$ cat src/rtl/count_seq_pkg.sv
// Shared definitions for the 3-bit skip counter and its sequence checker:
// state codes, checker FSM encoding and the legal-cycle helper functions.
package count_seq_pkg;

   localparam logic [2:0] S0 = 3'b000;
   localparam logic [2:0] S1 = 3'b001;
   localparam logic [2:0] S2 = 3'b010;
   localparam logic [2:0] S3 = 3'b011;
   localparam logic [2:0] S4 = 3'b100;
   localparam logic [2:0] S5 = 3'b101;
   localparam logic [2:0] S6 = 3'b110;
   localparam logic [2:0] S7 = 3'b111;

   localparam int unsigned NUM_PHASES = 6;

   typedef enum logic [1:0] {
      ST_IDLE  = 2'd0,
      ST_TRACK = 2'd1,
      ST_FAULT = 2'd2
   } fsm_t;

   function automatic logic is_legal(input logic [2:0] a);
      return (a != S3) && (a != S7);
   endfunction

   // Illegal codes fall back to S0 so a corrupt bus cannot stall the chain.
   function automatic logic [2:0] next_state(input logic [2:0] a);
      logic [2:0] n;
      case (a)
         S0:      n = S1;
         S1:      n = S2;
         S2:      n = S4;
         S4:      n = S5;
         S5:      n = S6;
         S6:      n = S0;
         default: n = S0;
      endcase
      return n;
   endfunction

   function automatic logic [2:0] phase_idx(input logic [2:0] a);
      logic [2:0] idx;
      case (a)
         S0:      idx = 3'd0;
         S1:      idx = 3'd1;
         S2:      idx = 3'd2;
         S4:      idx = 3'd3;
         S5:      idx = 3'd4;
         S6:      idx = 3'd5;
         default: idx = 3'd0;
      endcase
      return idx;
   endfunction

endpackage

$ cat src/rtl/count_seq_checker_seq_decode.sv
// Combinational decode of the counter bus: legality, successor code and
// the one-hot phase that code represents (all zero for illegal codes).
module seq_decode
   import count_seq_pkg::*;
(
   input  logic [2:0] i_a,
   output logic       o_legal,
   output logic [2:0] o_next,
   output logic [5:0] o_onehot
);

   logic w_legal;

   assign w_legal  = is_legal(i_a);
   assign o_legal  = w_legal;
   assign o_next   = next_state(i_a);
   assign o_onehot = w_legal ? (6'(1) << phase_idx(i_a)) : 6'd0;

endmodule

$ cat config.mk
export PLATFORM = sky130hd
export DESIGN_NAME = seq_decode
export DESIGN_NICKNAME = d
export VERILOG_FILES = /design/src/rtl/count_seq_pkg.sv /design/src/rtl/count_seq_checker_seq_decode.sv
export SDC_FILE = /design/constraint.sdc
export NUM_CORES = 1
export LEC_CHECK = 0
export ABC_CLOCK_PERIOD_IN_PS = 800
export CAP_MARGIN = 25
export CORE_AREA = 3 3 40 42
export DETAILED_ROUTE_END_ITERATION = 16
export DIE_AREA = 0 0 43 45
export REMOVE_ABC_BUFFERS = 1
export SLEW_MARGIN = 15
export SYNTH_ARGS = -nofsm -noshare
export SYNTH_HDL_FRONTEND = slang
export SYNTH_SLANG_ARGS = --single-unit
$ cat constraint.sdc
create_clock -name vclk -period 0.8
set_input_delay 0.08 -clock vclk [all_inputs]
set_output_delay 0.08 -clock vclk [all_outputs]
set_load 0.005 [all_outputs]
==> flow_summary.yaml <==
synth:
  synth_cell_types: 9
  synth_area_per_cell_sq_um: 6.597
  synth_mux_area_share_pct: 0
  synthCells: 11
  synth_top_area_share_pct: 20.69
  syn-cell-area_sq_um: 72.57
  synthAdderAreaFrac_pct: 0
  synth_top_family_by_area: "simple AND/OR/NAND/NOR gates"
  yosys_warnings: 0
  synth_seq_area_share_pct: 0
  synth.top_cells.by_area: "and2_2, nor3b_2, nor3_1, and2b_2, nor3b_1"
  synth_common_cells: "and2_2, nor3_1"
  synth_simple_gate_area_share_pct: 84.48
  synth_compound_area_share_pct: 10.34
  synthXorXnorAreaFrac_pct: 0
  yosysTopAreaCell: "and2_2"
die:
  num_io_pins: 13
  die_y_um: 45
  die_w_um: 43
  initial_utilization_pct: 5.648
  placementRows: 13
  core_sq_mm: 0.001285
  design.die.area_sq_mm: 0.001935
setup_path:
  crit_path_max_fanout: 5
  worstPathArrival_ns: 0.68
  slowest_stage: "and2b_2"
  crit_type: "in2out"
  path_buf_inv: 2
  start_kind: "primary input"
  path_cells: "buf_4, and2b_2, and2_4, buf_2"
  critical_path.top_delay_family: "simple AND/OR/NAND/NOR gates"
  slowest_delay_ns: 0.20
  worstPathRequired_ns: 0.72
  crit_path_end_kind: "primary output"
placed_design:
  dpl.hpwl_um: 288.3
  place_ws_ns: -0.7347
  placed_area_sq_um: 259.0
  port_buffers: 13
  place.gp.congestion: 0.7319
  dp.cells: 44
cells_and_area:
  antenna_cells: 0
  fin_nets: 33
  area_growth_pct: 220.7
  nClkBuffers: 0
  regArea_sq_um: 0
  fin_area_sq_um: 232.7
  drive_gt1_share_pct: 71.43
  seq_cells: 0
  nFillCells: 157
  fin_cells: 43
sta:
  fmax_ghz: 1.319
  fin_ws_ns: 0.04213
  finalMaxSlewViolations: 0
  hold_viol: 0
  tightest_slew_ns: 0.1603
  finalSetupTns_ns: 0
  grt_setup_unrepaired: "false"
  setup_viol: 0
  min_period_over_period_pct: 94.73
  relSlewSlack_pct: 89.27
  layout_min_cycle_time_ns: 0.7579
detailed_routing:
  final_antenna_net_count: 0
  viasPerCell: 3.349
  wire_per_inst_um: 8.047
  drt_pass1_iterations: 1
  route.detailed.drc: 0
  vias: 144
  drtIter0Drc: 0
  wirelength_um: 346
global_route:
  grt_first_pass_wirelength_um: 565
  grt_pass1_vias: 118
  grt_max_degree: 6
  antenna_found_initial: 0
  grtUsageTotal_pct: 3.566
  gr-total-overflow: 0
power:
  max-vdd-ir-drop_uv: 46.74
  seq_power_share_pct: 0
  p_switching_uw: 38.77
  intPower_uw: 58.62
  clkPwrFrac_pct: 0
  switching_share_pct: 39.81
  p_per_area_mw_per_mm2: 418.5
  p_leak_nw: 0.1184
  power_frac_comb_pct: 100.0
  total_power_uw: 97.39
clocking:
  cts_setup_buffers: 0
  hold_buffers: 0
min_path:
  hold_path_class: "in2out"
outcome:
  outcome: "complete, no violations"
run:
  drv_cap: 0
[worst paths after layout]
path	slack, ns	start	to	depth (start not counted)
worst max-delay path	0.04	i_a[0]	o_onehot[1]	4
worst min-delay path	0.51	i_a[0]	o_onehot[5]	3
[repair_timing]
item / in CTS / in global routing
gates resized for setup: 41 / 8
pin swaps: 1 / 1
setup endpoints to repair: 10 / 5
endpoints found under the hold margin: 0 / 0
[per-layer routing]
layer	GRT usage (%)	vias to the layer above	routed length (um)
met1	4.762	61	150
li1	-	72	-
met5	0	-	0
met3	1.594	0	65
met2	5.689	11	130
met4	0	0	0
[cells by family (layout without fill, tap and decap cells)]
logic type	Yosys count	in the layout
AND/OR/NAND/NOR	9	9
buffers and inverters	1	18
AO/OA/AOI/OAI	1	1
[area by class of cell]
cell class,count,area [sq um],share of cell area [%]
Timing Repair Buffer,17,128.9,55.38
Multi-Input combinational cell,10,81.33,34.95
Tap cell,15,18.77,8.065
Inverter,1,3.754,1.613
[cells in the final DEF (no fill, tap or decap), drive strengths merged]
| master | count |
|---|---|
| and2 | 2 |
| and2b | 1 |
| buf | 12 |
| clkdlybuf4s15 | 2 |
| dlygate4sd2 | 3 |
| inv | 1 |
| nand2 | 1 |
| nor2 | 1 |
| nor3 | 2 |
| nor3b | 2 |
| o21bai | 1 |
[power by group through the flow]
| stage | Sequential (mW) | Clock, mW | Combinational [mW] |
|---|---|---|---|
| 2_1_floorplan | 0 | 0 | 0.0253 |
| 3_3_place_gp | 0 | 0 | 0.114 |
| 3_5_place_dp | 0 | 0 | 0.114 |
| 4_1_cts | 0 | 0 | 0.0879 |
| 5_1_grt | 0 | 0 | 0.106 |
| 6_report | 0 | 0 | 0.0974 |
[stage by stage]
stage	hold slack, ns	utilization, %
floorplan	0.1866	-
global placement	1.203	20.16
detailed placement	1.203	20.16
CTS	0.5254	16.55
global route	0.5401	18.11
finish	0.5106	18.11
No activity file was read; power rests on OpenSTA's default activity.
